### src/rtl/text_fetch_initiator.sv
// Sequential instruction fetch initiator with a credit-gated instruction/PC FIFO and redirect flush.
// Define FETCH_STATS_EN to enable the wait-cycle and discarded-response counters.
`ifndef TEXT_BEGIN
`define TEXT_BEGIN 32'h0040_0000
`endif

module text_fetch_initiator #(
    parameter logic [31:0] RESET_PC   = `TEXT_BEGIN,
    parameter int unsigned FIFO_DEPTH = 4
) (
    input  logic        clock,
    input  logic        reset,
    output logic        bus_read_enable,
    output logic [31:0] bus_address,
    input  logic [31:0] bus_read_data,
    input  logic        bus_wait_req,
    input  logic        bus_valid,
    input  logic        redirect,
    input  logic [31:0] redirect_pc,
    output logic        out_valid,
    output logic [31:0] out_pc,
    output logic [31:0] out_inst,
    input  logic        out_ready,
    output logic [31:0] stat_wait_cycles,
    output logic [31:0] stat_discarded
);
    localparam int unsigned CW = $clog2(FIFO_DEPTH) + 1;
    localparam int unsigned PW = $clog2(FIFO_DEPTH);
    localparam logic [CW-1:0] DEPTH_C = CW'(FIFO_DEPTH);

    logic [31:0]   fetch_pc_q, fetch_pc_d;
    logic [31:0]   resp_pc_q, resp_pc_d;
    logic [CW-1:0] outstanding_q, outstanding_d;
    logic [CW-1:0] discard_q, discard_d;
    logic [CW-1:0] count_q, count_d;
    logic [PW-1:0] wr_ptr_q, wr_ptr_d;
    logic [PW-1:0] rd_ptr_q, rd_ptr_d;
    logic [63:0]   mem_q [FIFO_DEPTH];

    logic          accept, push, pop;
    logic [CW-1:0] in_use;
    logic [CW-1:0] valid_ext;
    logic [31:0]   redirect_aligned;

    assign in_use           = outstanding_q + count_q;
    assign valid_ext        = CW'(bus_valid);
    assign redirect_aligned = redirect_pc & ~32'd3;
    assign bus_address      = fetch_pc_q;
    assign out_pc           = mem_q[rd_ptr_q][63:32];
    assign out_inst         = mem_q[rd_ptr_q][31:0];

    always_comb begin
        // Credit covers both in-flight reads and buffered entries, so every accepted read has a slot.
        bus_read_enable = !reset && !redirect && (in_use < DEPTH_C);
        accept          = bus_read_enable && !bus_wait_req;
        out_valid       = !reset && (count_q != '0);
        pop             = out_valid && out_ready && !redirect;
        push            = 1'b0;
        fetch_pc_d      = fetch_pc_q;
        resp_pc_d       = resp_pc_q;
        outstanding_d   = outstanding_q;
        discard_d       = discard_q;
        count_d         = count_q;
        wr_ptr_d        = wr_ptr_q;
        rd_ptr_d        = rd_ptr_q;
        if (redirect) begin
            fetch_pc_d    = redirect_aligned;
            resp_pc_d     = redirect_aligned;
            outstanding_d = outstanding_q - valid_ext;
            discard_d     = outstanding_q - valid_ext;
            count_d       = '0;
            wr_ptr_d      = '0;
            rd_ptr_d      = '0;
        end else begin
            if (accept) begin
                fetch_pc_d = fetch_pc_q + 32'd4;
            end
            outstanding_d = outstanding_q + CW'(accept) - valid_ext;
            if (bus_valid) begin
                if (discard_q != '0) begin
                    discard_d = discard_q - CW'(1);
                end else begin
                    push      = !reset;
                    resp_pc_d = resp_pc_q + 32'd4;
                end
            end
            if (push) begin
                wr_ptr_d = wr_ptr_q + PW'(1);
            end
            if (pop) begin
                rd_ptr_d = rd_ptr_q + PW'(1);
            end
            count_d = count_q + CW'(push) - CW'(pop);
        end
    end

    always_ff @(posedge clock) begin
        if (reset) begin
            fetch_pc_q    <= RESET_PC;
            resp_pc_q     <= RESET_PC;
            outstanding_q <= '0;
            discard_q     <= '0;
            count_q       <= '0;
            wr_ptr_q      <= '0;
            rd_ptr_q      <= '0;
        end else begin
            fetch_pc_q    <= fetch_pc_d;
            resp_pc_q     <= resp_pc_d;
            outstanding_q <= outstanding_d;
            discard_q     <= discard_d;
            count_q       <= count_d;
            wr_ptr_q      <= wr_ptr_d;
            rd_ptr_q      <= rd_ptr_d;
        end
    end

    always_ff @(posedge clock) begin
        if (push) begin
            mem_q[wr_ptr_q] <= {resp_pc_q, bus_read_data};
        end
    end

    push_when_full: assert property (@(posedge clock) disable iff (reset)
        !(push && (count_q == DEPTH_C)));

`ifdef FETCH_STATS_EN
    logic [31:0] wait_cnt_q, wait_cnt_d;
    logic [31:0] disc_cnt_q, disc_cnt_d;
    logic        drop;

    // A response in a redirect cycle is dropped even when discard is zero.
    assign drop = bus_valid && (redirect || (discard_q != '0));

    always_comb begin
        wait_cnt_d = wait_cnt_q;
        disc_cnt_d = disc_cnt_q;
        if (bus_read_enable && bus_wait_req && (wait_cnt_q != '1)) begin
            wait_cnt_d = wait_cnt_q + 32'd1;
        end
        if (drop && (disc_cnt_q != '1)) begin
            disc_cnt_d = disc_cnt_q + 32'd1;
        end
    end

    always_ff @(posedge clock) begin
        if (reset) begin
            wait_cnt_q <= '0;
            disc_cnt_q <= '0;
        end else begin
            wait_cnt_q <= wait_cnt_d;
            disc_cnt_q <= disc_cnt_d;
        end
    end

    assign stat_wait_cycles = wait_cnt_q;
    assign stat_discarded   = disc_cnt_q;
`else
    assign stat_wait_cycles = '0;
    assign stat_discarded   = '0;
`endif

endmodule

### config.mk
export PLATFORM = sky130hd
export DESIGN_NAME = text_fetch_initiator
export DESIGN_NICKNAME = d
export VERILOG_FILES = /design/src/rtl/text_fetch_initiator.sv
export SDC_FILE = /design/constraint.sdc
export NUM_CORES = 1
export LEC_CHECK = 0
export CORE_AREA = 2 2 158 160
export DETAILED_ROUTE_END_ITERATION = 8
export DIE_AREA = 0 0 160 162
export PLACE_DENSITY = 0.84
export SETUP_SLACK_MARGIN = 0.02
export SYNTH_ARGS = -nofsm -noshare
export SYNTH_HDL_FRONTEND = slang
export SYNTH_SLANG_ARGS = --single-unit
export TNS_END_PERCENT = 20
### constraint.sdc
create_clock -name clock -period 7.8 [get_ports clock]
set_input_delay 1.95 -clock clock [delete_from_list [all_inputs] [get_ports clock]]
set_output_delay 1.95 -clock clock [all_outputs]
set_load 0.1 [all_outputs]
## After elaboration in Yosys (flattened, before gate mapping)

Memories as Yosys holds them, arrays and structs flattened. A register that Yosys moved wholly into a read port is not among the register bits.
Cells that the tools add are included.

| storage, ports and cells | value |
|---|---|
| word-level logic and storage cells | 59 |
| bits in registers | 77 |
| bits of input ports | 70 |
| memories kept | 1 |
| memory bits (writable) | 256 |
| output and inout port bits | 162 |

Memory list:

| name | words | width | rd ports | clocked after memory_dff | wr ports | line | RTL |
|---|---|---|---|---|---|---|---|
| mem_q | 4 | 64 | 1 | 1 | 1 | 38 | `logic [63:0] mem_q [FIFO_DEPTH];` |

| operators by class | value |
|---|---|
| reduce and logical (&&, ||, !) cells | 18 |
| mux-type cells | 17 |
| order comparisons | 1 |
| add/sub/neg operators | 11 |
| equal/unequal tests | 1 |
| bitwise logic cells | 1 |

Operator list:

| cell | number |
|---|---|
| two-way mux 32 bit | 5 |
| adder 32 x 3 -> 32 bit (second input constant) | 2 |
| two-way mux 3 bit | 4 |
| subtractor 3 x 1 -> 3 bit | 3 |
| adder 3 x 1 -> 3 bit | 2 |
| logical AND 1 bit | 6 |
| two-way mux 1 bit | 6 |
| AND reduction 2 bit | 3 |
| nonzero test 2 bit | 3 |
| nonzero test 3 bit | 2 |
| adder 2 x 1 -> 2 bit (second input constant) | 2 |
| two-way mux 2 bit | 2 |
| adder 3 bit | 1 |
| zero test 1 bit | 3 |
| < comparator 3 bit (second input constant) | 1 |
| subtractor 3 x 1 -> 3 bit (second input constant) | 1 |
| != test 2 bit (second input constant) | 1 |
| OR reduction 2 bit | 1 |
| NOT 1 bit | 1 |

## Longest topological paths before layout

Gate-level depths: netlist of the first run.

| logic depth | value |
|---|---|
| word-level depth | 7 |
| mapped depth | 13 |
| gate-level depth less buffers | 13 |

## Worst setup path before layout of the first run

Ideal clock, no wire load.

| timing | value |
|---|---|
| kind | input port to output port |
| start point | in redirect |
| end point | out bus_read_enable |
| stages | 4 |
| required time | 5.850 ns |
| setup slack | 1.933 ns |
| buffers on the path | 2 |
| data arrival time | 3.917 ns |
| cell sequence | clkbuf_1 > or2_2 > clkbuf_1 > nor2_1 |

| on the way | value |
|---|---|
| word-level cells in the longest chain between the ends | 3 |

RTL lines:

| element | line | RTL |
|---|---|---|
| start, declared | 18 | `input logic redirect,` |
| zero test 1 bit | 54 | `bus_read_enable = !reset && !redirect && (in_use < DEPTH_C);` |
| logical AND 1 bit (2 in a row) | 54 |  |
| end, declared | 13 | `output logic bus_read_enable,` |

Every way passes these cells.

==> flow_summary.ini, run 1 <==
[timing]
hold_viol = 0
finalSetupViolations = 0
fin_ws_ns = 2.32
period_needed_ns = 5.48
slew_headroom_pct = 28.4
holdWs_ns = 0.501
timing.fmax_ghz = 0.183
setup_tns_ns = 0
drv_slew = 0
rsz0062_at_grt = false
finClkSkew_ns = 0.0164
tightestPinTransition_ns = 1.07
period_share_pct = 70.2

[synth]
synth-simple-area-share_pct = 8.88
ys_ff_latch = 323
synth_edf_count = 248
synth-xor-area-share_pct = 2.75
async_flop_share_pct = 0
synth_compound_gate_area_share_pct = 5.19
ys_warn_count = 0
syn_inst = 916
synthMuxAreaShare_pct = 10.5
synth_top_family_by_area = multiplexers
synth-main-ff-cell = edfxtp_1
syn_area_um2 = 13700
syn_area_per_cell_um2 = 14.9
synth_cell_types = 54
yosysSeqAreaShare_pct = 65.4
synthAdderAreaFrac_pct = 1.66

[clocking]
cts_tree = yes
clock_path_buffers = 3
clkTransAtPathRegs_ns = 0.06
cts_setup_buffers = 0
clkSinkCount = 323
cts_inserted_buffers = 34
cts_resized = 0
htree_levels = 2
hold_buffers = 0
worstSkewPairLatency_ns = 0.50
cts-root-buf = clkbuf_16

[worst_setup_path]
end_kind = output port
cpPeakStageDelay_ns = 0.99
setup.worst_path.class = flop to output port
reg2reg_to = outstanding_q[2]
endpoint = out_inst[26]
slowest_stage = clkdlybuf4s50_1
cp_max_fo = 37
worstPathRequired_ns = 5.85
worstPathArrival_ns = 3.53
rr_worst_depth = 13
start_kind = flop
crit_chain = buf_4, mux4_2, clkdlybuf4s50_1
r2r-start = count_q[1]
cp_num_cells = 3
path_buf_inv = 2
ff2ff_setup_slack_ns = 4.40
crit_family = buffers and inverters

[min_path]
hold_path_class = flop to flop

[place]
io_buffers = 161
hpwl_um = 18000
gp_congestion = 0.889
preCtsSetupSlack_ns = 2.45

[floorplanning]
die_height_um = 162
die_w_um = 160
initial_utilization_pct = 56.8
core_um2 = 24100
io_pins = 232
rows = 57
die-area_um2 = 25900

[power_and_ir_drop]
p_leak_nw = 5.44
fin_total_pwr_mw = 4.06
powerDensity_nw_per_um2 = 246
vdd_drop_max_uv = 125

[run_status]
status = complete, no violations

[grt]
grtUsageTotal_pct = 21.5
grt_pass1_wl_um = 43600
grt_start_max_net_pins = 66
antenna_found_initial = 0
grt-ovfl-total = 0
grt_pass1_vias = 7984

[job]
cap_violations = 0

[final_layout]
final_layout_size_suffix_gt1_share_pct = 12.6
mostFrequentLayoutCells = edfxtp_1, clkdlybuf4s50_1, dfxtp_1, conb_1, mux4_2
final_common_cell = edfxtp_1
n_fill_cell = 1668
antennaDiodeCount = 0
fin_nets = 1169
area_delta_synth_final_pct = 20.4
final_core_util_pct = 68.3

[drt]
ant_nets = 0
dr.pass1.iters = 5
drt_iter0_drc = 655
drcViolationCount = 0
wirelength_um = 28000
routed_via_density = 5.71
vias = 8174
wl_per_cell_um = 19.5
how the worst min path moves through the flow:
stage / startpoint / endpoint / slack [ns] / cells past startpoint
after floorplan: wr_ptr_q[1] / wr_ptr_q[1] / 0.47 / 2
after global placement: wr_ptr_q[1] / wr_ptr_q[1] / 0.48 / 2
after detailed placement: wr_ptr_q[1] / wr_ptr_q[1] / 0.49 / 2
after CTS: wr_ptr_q[1] / wr_ptr_q[1] / 0.50 / 2
after global routing: wr_ptr_q[1] / wr_ptr_q[1] / 0.53 / 2
final: wr_ptr_q[1] / wr_ptr_q[1] / 0.50 / 2
kinds of logic (layout without fill, tap and decap cells):
group | Yosys count | in the layout
AND/OR/NAND/NOR | 226 | 226
other | 1 | 68
XOR/XNOR | 43 | 43
adder cells (fa/ha/maj) | 17 | 17
buffers and inverters | 135 | 259
AO/OA/AOI/OAI | 106 | 106
multiplexers | 65 | 65
flip-flops | 323 | 323
routing by layer:
| layer | track usage [%] | wire length, um | vias up |
|---|---|---|---|
| met1 | 30.2 | 11700 | 4008 |
| met2 | 35.8 | 13700 | 400 |
| met3 | 3.75 | 2260 | 30 |
| met5 | 0 | 0 | - |
| li1 | - | - | 3736 |
| met4 | 4.67 | 359 | 0 |
per-stage QoR:
step           cells  cell area [um^2]
2_1_floorplan    983             13900
3_3_place_gp    1370             15400
3_5_place_dp    1370             15400
4_1_cts         1431             16500
5_1_grt         1431             16500
6_report        1431             16500
where the power goes:
part	total [mW]	leakage (nW)	internal (mW)	switching, mW
Sequential	1.94	2.87	1.89	0.0478
Combinational	0.530	2.03	0.121	0.409
Clock	1.59	0.538	0.971	0.614
Yosys cell counts (2+ instances only):
cell,instances,share of area [%]
a211oi_1,16,0.88
a21boi_0,8,0.44
a21oi_1,29,1.1
a311o_1,2,0.15
a311oi_1,2,0.13
a31oi_1,14,0.64
and2_1,5,0.23
and3_1,12,0.55
and4_1,6,0.38
buf_1,11,0.30
buf_4,68,3.7
clkbuf_1,27,0.74
dfxtp_1,75,11
edfxtp_1,248,54
fa_1,2,0.29
ha_1,15,1.4
inv_1,26,0.71
mux2_2,3,0.25
mux4_2,62,10
nand2_1,57,1.6
nand2b_1,4,0.18
nand3_1,20,0.73
nand3b_1,2,0.11
nand4_1,28,1.3
nor2_1,37,1.0
nor3_1,17,0.62
nor3b_1,2,0.11
nor4_1,14,0.64
nor4_2,3,0.27
o211ai_1,6,0.33
o21a_1,6,0.33
o21ai_0,8,0.29
o21bai_1,2,0.11
o311ai_0,5,0.32
o31a_1,4,0.26
or2_2,3,0.14
or3_1,7,0.32
or4_1,3,0.16
xnor2_1,27,1.7
xor2_1,16,1.0
flip-flops by register name, indices dropped and copies added (netlist names), named ones only:
signal	flops
resp_pc_q	30
wr_ptr_q	2
mem_q	248
rd_ptr_q	2
count_q	3
discard_q	3
outstanding_q	3
bus_address	30
worst register-to-register path: cells and delay by family (launching register included):
family	cells	cell delay [ns]
AO/OA/AOI/OAI	2	0.49
AND/OR/NAND/NOR	2	0.28
XOR/XNOR	3	0.85
adder cells (fa/ha/maj)	4	0.98
buffers and inverters	2	0.24
flip-flops	1	0.42
layout make-up:
| cell class | instances | area (um^2) | share of cell area, % |
|---|---|---|---|
| Clock buffer | 47 | 973 | 5.91 |
| Clock inverter | 14 | 143 | 0.866 |
| Inverter | 27 | 101 | 0.615 |
| Multi-Input combinational cell | 525 | 4220 | 25.6 |
| Sequential cell | 323 | 8950 | 54.3 |
| Tap cell | 324 | 405 | 2.46 |
| Timing Repair Buffer | 171 | 1680 | 10.2 |
Power figures use the tool's default switching activity.
==> inputs of run 2 (changes only) <==
--- a/config.mk
+++ b/config.mk
@@ -5,10 +5,10 @@
 export SDC_FILE = /design/constraint.sdc
 export NUM_CORES = 1
 export LEC_CHECK = 0
-export CORE_AREA = 2 2 158 160
+export CORE_AREA = 2 2 164 166
 export DETAILED_ROUTE_END_ITERATION = 8
-export DIE_AREA = 0 0 160 162
-export PLACE_DENSITY = 0.84
+export DIE_AREA = 0 0 166 168
+export PLACE_DENSITY = 0.79
 export SETUP_SLACK_MARGIN = 0.02
 export SYNTH_ARGS = -nofsm -noshare
 export SYNTH_HDL_FRONTEND = slang
==> constraint.sdc (replaced) <==
create_clock -name clock -period 5.1 [get_ports clock]
set_input_delay 1.275 -clock clock [delete_from_list [all_inputs] [get_ports clock]]
set_output_delay 1.275 -clock clock [all_outputs]
set_load 0.1 [all_outputs]
==> flow_summary.ini, run 2 (synthesis gave the netlist of run 1 again) <==
[worst_setup_path]
cpPeakStageDelay_ns = 1.12
slowest_stage = clkdlybuf4s50_1
cp_num_cells = 3
end_kind = output port
rr_worst_depth = 13
crit_chain = buf_4, mux4_2, clkdlybuf4s50_1
crit_family = buffers and inverters
worstPathRequired_ns = 3.83
path_buf_inv = 2
setup.worst_path.class = flop to output port
cp_max_fo = 27
worstPathArrival_ns = 3.07
start_kind = flop

[timing]
finClkSkew_ns = 0.0136
rsz0062_at_grt = false
period_needed_ns = 4.35
hold_viol = 0
fin_ws_ns = 0.753
drv_slew = 0
setup_tns_ns = 0
slew_headroom_pct = 27.1
tightestPinTransition_ns = 1.09
period_share_pct = 85.2
timing.fmax_ghz = 0.230
finalSetupViolations = 0

[power_and_ir_drop]
p_leak_nw = 5.45
vdd_drop_max_uv = 341
powerDensity_nw_per_um2 = 363

[drt]
ant_nets = 0
wl_per_cell_um = 19.2
drt_iter0_drc = 705
routed_via_density = 5.64
dr.pass1.iters = 5
wirelength_um = 27800
drcViolationCount = 0
vias = 8181

[final_layout]
area_delta_synth_final_pct = 20.4
antennaDiodeCount = 0
fin_nets = 1172
largest-register = mem_q
final_layout_size_suffix_gt1_share_pct = 13.7
mostFrequentLayoutCells = edfxtp_1, clkdlybuf4s50_1, dfxtp_1, conb_1, mux4_2
final_core_util_pct = 62.5
final_common_cell = edfxtp_1
largest_reg_flops = 248

[run_status]
status = complete, no violations

[grt]
antenna_found_initial = 0
grtUsageTotal_pct = 19.7
grt-busiest-layer = met2
grtUsageMet1_pct = 27.6
grt_pass1_vias = 8232
grt-ovfl-total = 0
grtUsageMet3_pct = 3.41
grt_start_max_net_pins = 65
grt_pass1_wl_um = 43900
met2_usage_pct = 32.9

[floorplanning]
initial_utilization_pct = 51.9
core_um2 = 26400
die_w_um = 166
rows = 60
die_height_um = 168
io_pins = 232
die-area_um2 = 27900

[clocking]
htree_levels = 1
cts_inserted_buffers = 31
clock_path_buffers = 3
hold_buffers = 0
clkTransAtPathRegs_ns = 0.06
worstSkewPairLatency_ns = 0.54
cts_tree = yes
cts-root-buf = clkbuf_16
cts_resized = 0
clkSinkCount = 323
cts_setup_buffers = 0

[place]
hpwl_um = 18000
io_buffers = 161
preCtsSetupSlack_ns = 0.765
gp_congestion = 0.899

[min_path]
whs_path_depth = 2
hold_path_class = flop to flop

[job]
cap_violations = 0
==> run 2: cell types whose count changed in the layout (fill, tap and decap cells not counted), sizes merged <==
cell,before,now
buf,12,24
clkdlybuf4s50,159,153
bufinv,3,1
clkinvlp,2,0
==> run 2: layout make-up <==
cell class | count | area [um^2]
fillers | 1923 | 9870
flip-flops and latches | 323 | 8950
multi-input cells | 525 | 4220
repair buffers | 177 | 1780
clock buffers | 47 | 917
well taps | 341 | 427
inverters | 27 | 101
clock inverters | 10 | 77.6
==> run 2: worst register-to-register path: cells and delay by family (launching register included) <==
family          cells  cell delay (ns)
fa+ha+maj           4             0.97
buf+inv             2             0.27
xor+xnor            3             0.86
simple gates        2             0.30
flops               1             0.42
compound gates      2             0.48
==> run 2: routing by layer <==
layer,up-vias,share of wire (%)
met2,396,47
met5,-,0
met3,40,8.3
met4,0,1.7
met1,4009,43
li1,3736,-
==> run 2: report_power, final <==
| group | total [mW] | switching (mW) | internal [mW] | leakage (nW) |
|---|---|---|---|---|
| registers | 2.97 | 0.0736 | 2.90 | 2.87 |
| logic | 0.815 | 0.625 | 0.190 | 2.08 |
| clock network | 2.19 | 0.910 | 1.28 | 0.495 |
==> run 2: per-stage QoR <==
stage / area [um^2] / total power, mW / hold slack, ns / std cells
floorplan: 13900 / 3.67 / 0.469 / 983
global placement: 15500 / 3.82 / 0.480 / 1393
detailed placement: 15500 / 3.83 / 0.492 / 1393
CTS: 16500 / 6.03 / 0.501 / 1450
global route: 16500 / 6.17 / 0.546 / 1450
finish: 16500 / 5.98 / 0.498 / 1450
==> run 2: path summary, 6_finish.rpt <==
kind,start,endpoint,slack (ns)
max,flop,out_pc[2],0.75
min,wr_ptr_q[1],wr_ptr_q[1],0.50
max reg2reg,count_q[1],outstanding_q[2],1.65
min reg2reg,wr_ptr_q[1],wr_ptr_q[1],0.50
==> inputs of run 3 (changes only) <==
--- a/config.mk
+++ b/config.mk
@@ -10,6 +10,7 @@
 export DIE_AREA = 0 0 166 168
 export PLACE_DENSITY = 0.79
 export SETUP_SLACK_MARGIN = 0.02
+export SKIP_LAST_GASP = 1
 export SYNTH_ARGS = -nofsm -noshare
 export SYNTH_HDL_FRONTEND = slang
 export SYNTH_SLANG_ARGS = --single-unit
==> results of run 3 <==
The final DEF is identical to that of run 2; final timing and power are the same.
